===== src/rtl/arb_mux_pipe_pkg.sv =====
// Shared definitions for the arbitrating operand mux.
//   arb_mode_e : arbitration mode encoding used for the MODE parameter
//   clog2_min1 : index width helper that never returns 0
package fpu_mux_pkg;

    typedef enum logic {
        ARB_FIXED = 1'b0,
        ARB_RR    = 1'b1
    } arb_mode_e;

    // Index width for n items, at least one bit so a 1-entry index still
    // has a legal declaration.
    function automatic int clog2_min1(input int n);
        return (n <= 2) ? 1 : $clog2(n);
    endfunction

endpackage


===== src/rtl/arb_mux_pipe_rr_arbiter.sv =====
// Combinational one-hot arbiter.
//   req   in  NCH  request vector
//   ptr   in  CW   round-robin start index (must be < NCH)
//   rr_en in  1    1: search starts at ptr and wraps; 0: lowest index wins
//   gnt   out NCH  one-hot grant, all zero when req is empty
module rr_arbiter
    import fpu_mux_pkg::*;
#(
    parameter  int NCH = 4,
    localparam int CW  = clog2_min1(NCH)
) (
    input  logic [NCH-1:0] req,
    input  logic [CW-1:0]  ptr,
    input  logic           rr_en,
    output logic [NCH-1:0] gnt
);

    logic          found;
    logic [CW-1:0] pos;
    int            sum;

    // Walk the channels in search order; the first requester wins. The
    // wrap is a single subtraction because ptr < NCH keeps sum < 2*NCH.
    always_comb begin
        gnt   = '0;
        found = 1'b0;
        pos   = '0;
        sum   = 0;
        for (int off = 0; off < NCH; off++) begin
            sum = rr_en ? (int'(ptr) + off) : off;
            if (sum >= NCH) begin
                sum = sum - NCH;
            end
            pos = CW'(sum);
            if (!found && req[pos]) begin
                gnt[pos] = 1'b1;
                found    = 1'b1;
            end
        end
    end

endmodule


===== src/rtl/arb_mux_pipe.sv =====
// N-channel arbitrating mux with one registered valid/ready output stage.
//   clk, rst             clock; asynchronous active-high reset
//   in_data   in  NCH*DSIZE  channel i at [i*DSIZE +: DSIZE]
//   in_valid  in  NCH        per-channel request
//   in_ready  out NCH        per-channel accept (combinational)
//   force_en  in  1          restrict eligibility to channel force_sel
//   force_sel in  CW         forced channel (>= NCH means nobody eligible)
//   out_data  out DSIZE      registered selected data
//   out_ch    out CW         registered source channel index
//   out_valid out 1          output register holds valid data
//   out_ready in  1          downstream accept
//
// Handshake: a beat moves on a channel when valid and ready are both high
// at a rising clk edge; valid must not wait on ready. The output register
// reloads whenever it is empty or being drained this cycle, so a pop and a
// push in the same cycle keep full throughput with one cycle of latency.
module arb_mux_pipe
    import fpu_mux_pkg::*;
#(
    parameter  int DSIZE = 32,
    parameter  int NCH   = 4,
    parameter  int MODE  = 0,
    localparam int CW    = clog2_min1(NCH)
) (
    input  logic                 clk,
    input  logic                 rst,
    input  logic [NCH*DSIZE-1:0] in_data,
    input  logic [NCH-1:0]       in_valid,
    output logic [NCH-1:0]       in_ready,
    input  logic                 force_en,
    input  logic [CW-1:0]        force_sel,
    output logic [DSIZE-1:0]     out_data,
    output logic [CW-1:0]        out_ch,
    output logic                 out_valid,
    input  logic                 out_ready
);

    localparam bit RR_MODE = (MODE == int'(ARB_RR));

    logic [DSIZE-1:0] out_data_q, out_data_d;
    logic [CW-1:0]    out_ch_q, out_ch_d;
    logic             out_valid_q, out_valid_d;
    logic [CW-1:0]    ptr_q, ptr_d;

    logic [NCH-1:0]   elig;
    logic [NCH-1:0]   gnt;
    logic             load_en;
    logic             xfer;
    logic [DSIZE-1:0] sel_data;
    logic [CW-1:0]    sel_ch;

    // Forcing is a compare per channel, so an out-of-range force_sel
    // simply matches nothing and the eligible set is empty.
    always_comb begin
        elig = '0;
        for (int i = 0; i < NCH; i++) begin
            elig[i] = in_valid[i] && (!force_en || (force_sel == CW'(i)));
        end
    end

    rr_arbiter #(.NCH(NCH)) u_arb (
        .req   (elig),
        .ptr   (ptr_q),
        .rr_en (RR_MODE && !force_en),
        .gnt   (gnt)
    );

    // Held in reset, nothing is accepted so no producer loses a beat.
    assign load_en  = !rst && (!out_valid_q || out_ready);
    assign in_ready = load_en ? gnt : '0;
    assign xfer     = |in_ready;

    // AND-OR select over the one-hot grant.
    always_comb begin
        sel_data = '0;
        sel_ch   = '0;
        for (int i = 0; i < NCH; i++) begin
            if (gnt[i]) begin
                sel_data = sel_data | in_data[i*DSIZE +: DSIZE];
                sel_ch   = sel_ch | CW'(i);
            end
        end
    end

    always_comb begin
        out_data_d  = out_data_q;
        out_ch_d    = out_ch_q;
        out_valid_d = out_valid_q;
        ptr_d       = ptr_q;
        if (xfer) begin
            out_data_d  = sel_data;
            out_ch_d    = sel_ch;
            out_valid_d = 1'b1;
            if (RR_MODE) begin
                // Explicit wrap keeps ptr below NCH for non-power-of-two NCH.
                ptr_d = (sel_ch == CW'(NCH - 1)) ? '0 : sel_ch + 1'b1;
            end
        end else if (out_ready) begin
            out_valid_d = 1'b0;
        end
    end

    always_ff @(posedge clk or posedge rst) begin
        if (rst) begin
            out_data_q  <= '0;
            out_ch_q    <= '0;
            out_valid_q <= 1'b0;
            ptr_q       <= '0;
        end else begin
            out_data_q  <= out_data_d;
            out_ch_q    <= out_ch_d;
            out_valid_q <= out_valid_d;
            ptr_q       <= ptr_d;
        end
    end

    assign out_data  = out_data_q;
    assign out_ch    = out_ch_q;
    assign out_valid = out_valid_q;

endmodule


===== config.mk =====
export PLATFORM = sky130hd
export DESIGN_NAME = arb_mux_pipe
export DESIGN_NICKNAME = d
export VERILOG_FILES = /design/src/rtl/arb_mux_pipe_pkg.sv /design/src/rtl/arb_mux_pipe_rr_arbiter.sv /design/src/rtl/arb_mux_pipe.sv
export SDC_FILE = /design/constraint.sdc
export NUM_CORES = 1
export LEC_CHECK = 0
export ABC_AREA = 1
export CAP_MARGIN = 20
export CORE_MARGIN = 5
export CORE_UTILIZATION = 25
export DETAILED_ROUTE_END_ITERATION = 6
export PLACE_DENSITY_LB_ADDON = 0.1
export SLEW_MARGIN = 30
export SYNTH_ARGS = -nofsm -noshare
export SYNTH_HDL_FRONTEND = slang
export SYNTH_SLANG_ARGS = --single-unit

===== constraint.sdc =====
create_clock -name clk -period 3.52 [get_ports clk]
set_clock_uncertainty 0.2 [all_clocks]
set_input_delay 0.704 -clock clk [delete_from_list [all_inputs] [get_ports clk]]
set_output_delay 0.704 -clock clk [all_outputs]
set_load 0.03 [all_outputs]

## Word level (Yosys, flattened, before mapping)

Index checks and enable logic that the tools add are counted.

- Word-level logic and storage cells: 48
- Input port bits: 138
- Output and inout bits: 39
- Register bits after elaboration: 35

- Eq/ne operators: 3
- Bitwise operators: 3
- Reductions and logical operators: 22
- Muxes and demuxes: 17

Operator list:

| cell | count |
|---|---|
| two-way mux 32 bit | 4 |
| bitwise OR 32 bit | 3 |
| logical AND 1 bit | 8 |
| two-way mux 4 bit | 2 |
| two-way mux 1 bit | 7 |
| logical NOT 1 bit | 6 |
| two-way mux 2 bit | 3 |
| logical OR 1 bit | 5 |
| equality test 2 bit, second input constant | 2 |
| OR reduction 4 bit | 1 |
| two-way mux 3 bit | 1 |
| equality test 2 x 1 -> 1 bit, second input constant | 1 |
| logical NOT 2 bit | 1 |
| nonzero test 2 bit | 1 |

## Depth between registers and ports, before layout

- Word-level depth: 20
- Mapped depth: 11
- Depth with buffers taken out: 10

## Hierarchy

Synthesis repeated with hierarchy kept, for this count alone.

- Cell total of the unflattened synthesis: 425
- Area, all modules: 2700.1 µm²

By module, submodules not included:

| module | instances | cells an instance | area an instance (µm²) |
|---|---|---|---|
| arb_mux_pipe | 1 | 351 | 2318.5 |
| rr_arbiter | 1 | 74 | 381.6 |

## Worst setup path after synthesis

Ideal clock, no wire load.

- Path kind: input to output
- Start: input port rst
- End: output port in_ready[1]
- Required time: 2.616 ns
- Stages: 3
- Path buffers: 0
- Slack: -0.082 ns
- Arrival: 2.698 ns
- Cell sequence: inv_1 -> o21ai_0 -> nor3_1

- Cells in the longest elaborated chain, start to end: 3

Ends and longest elaborated chain:

| element | RTL line | RTL |
|---|---|---|
| start, declared | arb_mux_pipe.sv:26 | `input logic rst,` |
| logical NOT 1 bit (no line) | -- |  |
| logical AND 1 bit | arb_mux_pipe.sv:69 | `assign load_en = !rst && (!out_valid_q \|\| out_ready);` |
| two-way mux 4 bit | arb_mux_pipe.sv:70 | `assign in_ready = load_en ? gnt : '0;` |
| end, declared | arb_mux_pipe.sv:29 | `output logic [NCH-1:0] in_ready,` |

Every way passes these cells.

## Worst setup path after layout

- Start: input port force_sel[1]
- End: output port in_ready[2]

- Cells in the longest elaborated chain, start to end: 12

Ends and longest elaborated chain:

| element | RTL line | RTL |
|---|---|---|
| start, declared | arb_mux_pipe.sv:31 | `input logic [CW-1:0] force_sel,` |
| logical NOT 2 bit | arb_mux_pipe.sv:57 | `elig[i] = in_valid[i] && (!force_en \|\| (force_sel == CW'(i)));` |
| logical OR 1 bit | arb_mux_pipe.sv:57 |  |
| logical AND 1 bit | arb_mux_pipe.sv:57 |  |
| two-way mux 1 bit | arb_mux_pipe_rr_arbiter.sv:35 | `if (!found && req[pos]) begin` |
| logical NOT 1 bit | arb_mux_pipe_rr_arbiter.sv:35 |  |
| logical AND 1 bit | arb_mux_pipe_rr_arbiter.sv:35 |  |
| two-way mux 1 bit | arb_mux_pipe_rr_arbiter.sv:35 |  |
| logical NOT 1 bit | arb_mux_pipe_rr_arbiter.sv:35 |  |
| logical AND 1 bit * | arb_mux_pipe_rr_arbiter.sv:35 |  |
| two-way mux 3 bit * | arb_mux_pipe_rr_arbiter.sv:35 |  |
| two-way mux 4 bit * | arb_mux_pipe_rr_arbiter.sv:35 |  |
| two-way mux 4 bit * | arb_mux_pipe.sv:70 |  |

Every way passes the cells marked *; elsewhere a longest branch is shown, timed or not.

==> impl_metrics.py <==
metrics = {
    "outcome": {
        "status": "complete, no violations",
    },
    "critical_path": {
        "crit_fanout": 4,
        "required_ns": 2.62,
        "cp.arrival_ns": 2.47,
        "cp-endpoint": "in_ready[2]",
        "endpoint_kind": "primary output",
        "r2r_end": "out_data[28]$_DFFE_PP0P_",
        "max_stage_delay_ns": 0.71,
        "r2r_cells": 8,
        "crit_type": "input pin to primary output",
        "crit_chain": "clkdlybuf4s50_1 > inv_1 > nand2_1 > nand2_1 > nand2_1 > nand2_2 > nor3_1 > clkdlybuf4s50_1",
        "cp-start-kind": "input pin",
        "startpoint": "force_sel[1]",
        "critical_path.slowest_cell": "clkdlybuf4s50_1",
        "r2r_slack_ns": 1.65,
        "cp_common_cell": "nand2_1",
        "r2r-start": "out_valid$_DFFE_PP0P_",
    },
    "power": {
        "leakagePower_uw": 0.00217,
        "ir_worst_vdd_mv": 0.148,
        "powerDensity_mw_per_mm2": 352,
    },
    "sta": {
        "tightest_slew_ns": 0.589,
        "clock.fmax_mhz": 296,
        "finalSetupTns_ns": 0,
        "final-hold-violation-count": 0,
        "period_share_pct": 96.0,
        "min_period_ns": 3.38,
        "slew_violations": 0,
        "final-setup-viol-count": 0,
        "rsz0062_at_grt": "no",
        "slew_headroom_pct": 60.7,
    },
    "global_routing": {
        "grt_pass1_wl_mm": 16.8,
        "grt_max_degree": 36,
        "grt_antenna_before_repair": 0,
        "grt-ovfl-total": 0,
        "grt_usage_pct": 16.5,
        "grt_pass1_vias": 3366,
    },
    "floorplanning": {
        "rows": 36,
        "start_util_pct": 25.7,
        "num_io_pins": 177,
        "die_y_um": 110,
        "die_area_mm2": 0.0122,
        "fp.coreArea_mm2": 0.00982,
        "die_w_um": 110,
    },
    "drt": {
        "wl_mm": 10.1,
        "drc": 0,
        "viasPerCell": 4.51,
        "drt-pass1-iter-count": 4,
        "drt_iter0_markers": 142,
        "drtAntennaViolNets": 0,
        "wl_per_cell_um": 13.9,
        "via_count": 3266,
    },
    "clock_tree": {
        "cts_made_buffers": 5,
        "htreeDepth": 2,
        "cts.sinks": 35,
        "cts_tree": "built",
        "postCtsSetupRepairBufs": 0,
        "clock_latency_ns": 0.28,
        "cts.repair.resized": 0,
        "ctsHoldBuffers": 0,
        "cts_max_path_buffers": 2,
        "cts_root_buf": "clkbuf_8",
        "clkTransAtPathRegs_ns": 0.07,
    },
    "placement": {
        "globalplace.congestion": 0.804,
        "io_buffers": 176,
        "dpl.hpwl_mm": 7.77,
        "place_area_mm2": 0.00443,
    },
    "synthesis": {
        "syn-mean-instance-area_um2": 6.02,
        "yosys.cell_types.count": 18,
        "synth_seq_cells": 35,
        "synth_nets": 557,
        "yosysWarnings": 0,
        "syn_area_mm2": 0.00252,
        "seq_area_frac_synth_pct": 34.7,
        "syn-instance-count": 419,
    },
    "cells_and_area": {
        "drive_gt1_share_pct": 5.25,
        "stdcell_area_mm2": 0.00451,
        "fin_util_pct": 45.9,
        "num_antenna_cells": 0,
        "fillCellCount": 1094,
        "nNetsFinal": 730,
        "area_growth_pct": 78.7,
    },
    "job": {
        "drv_cap": 0,
    },
    "min_path": {
        "min_path_type": "register to register",
    },
}
-- worst min path at each step --
stage                                   startpoint                        to  slack (ns)  cells past startpoint
after floorplan                                rst     out_ch[0]$_DFFE_PP0P_        0.45                      1
after global placement     out_data[5]$_DFFE_PP0P_   out_data[5]$_DFFE_PP0P_        0.26                      2
after detailed placement  out_data[20]$_DFFE_PP0P_  out_data[20]$_DFFE_PP0P_        0.26                      2
after CTS                 out_data[20]$_DFFE_PP0P_  out_data[20]$_DFFE_PP0P_        0.28                      2
after global routing      out_data[19]$_DFFE_PP0P_  out_data[19]$_DFFE_PP0P_        0.31                      2
final                     out_data[10]$_DFFE_PP0P_  out_data[10]$_DFFE_PP0P_        0.28                      2
-- stage by stage --
| step | hold slack (ns) | setup WS (ns) | cells | power, uW |
|---|---|---|---|---|
| after detailed placement | 0.264 | 0.128 | 718 | 1330 |
| after floorplan | 0.454 | 0.427 | 419 | 924 |
| after CTS | 0.283 | 0.124 | 724 | 1610 |
| after global routing | 0.306 | 0.0499 | 724 | 1690 |
| after global placement | 0.262 | 0.135 | 718 | 1330 |
| final | 0.277 | 0.142 | 724 | 1590 |
-- critical path, delay by kind of cell --
family	cells	cell delay, ns
buf+inv	3	1.29
simple gates	5	0.48
-- metal layers --
layer | global-route usage, % | vias to the layer above | wire (um)
li1 | - | 1643 | -
met1 | 20.4 | 1500 | 4400
met2 | 28.6 | 117 | 4910
met3 | 4.87 | 6 | 728
met4 | 2.71 | 0 | 62
met5 | 0 | - | 0
-- cell type report --
type | instances | area, um2 | share of cell area [%]
Sequential cell | 35 | 876 | 19.4
Clock buffer | 6 | 72.6 | 1.61
Inverter | 42 | 161 | 3.58
Timing Repair Buffer | 190 | 1860 | 41.3
Tap cell | 133 | 166 | 3.69
Multi-Input combinational cell | 318 | 1370 | 30.4
-- sequential cells by signal (all words and copies together), names as in the netlist --
signal,cells
out_valid,1
out_ch,2
out_data,32
-- synth_stat cells --
cell type	count	share of area, %
o21ai_0	3	0.60
buf_2	16	3.2
clkbuf_1	3	0.45
inv_2	2	0.30
nor3_1	2	0.40
dfrtp_1	35	35
buf_4	2	0.60
nand2_1	206	31
a21oi_1	3	0.60
o21ai_1	1	0.20
nand2_2	2	0.50
nor2_1	2	0.30
nand3_1	96	19
inv_1	40	6.0
nor2_2	1	0.25
o21ai_4	1	0.65
and2_1	1	0.25
buf_6	3	1.3
-- power by group --
group | switching [uW] | total, uW | internal, uW
Clock | 139 | 271 | 132
Sequential | 42.9 | 527 | 484
Combinational | 425 | 788 | 364
-- placed cells by master, fill, tap and decap left out, drive strengths merged, types with 3 or more instances in the layout --
master,count
nand2,208
clkdlybuf4s50,174
nand3,96
inv,41
dfrtp,35
buf,16
clkbuf,6
o21ai,5
nor2,3
a21oi,3
-- logic make-up (layout without fill, tap and decap cells) --
family	Yosys count	after routing	synth area share (%)
simple gates	310	310	51.4
buf+inv	66	238	11.8
flops	35	35	34.7
compound gates	8	8	2.03
Power figures use the tool's default switching activity.
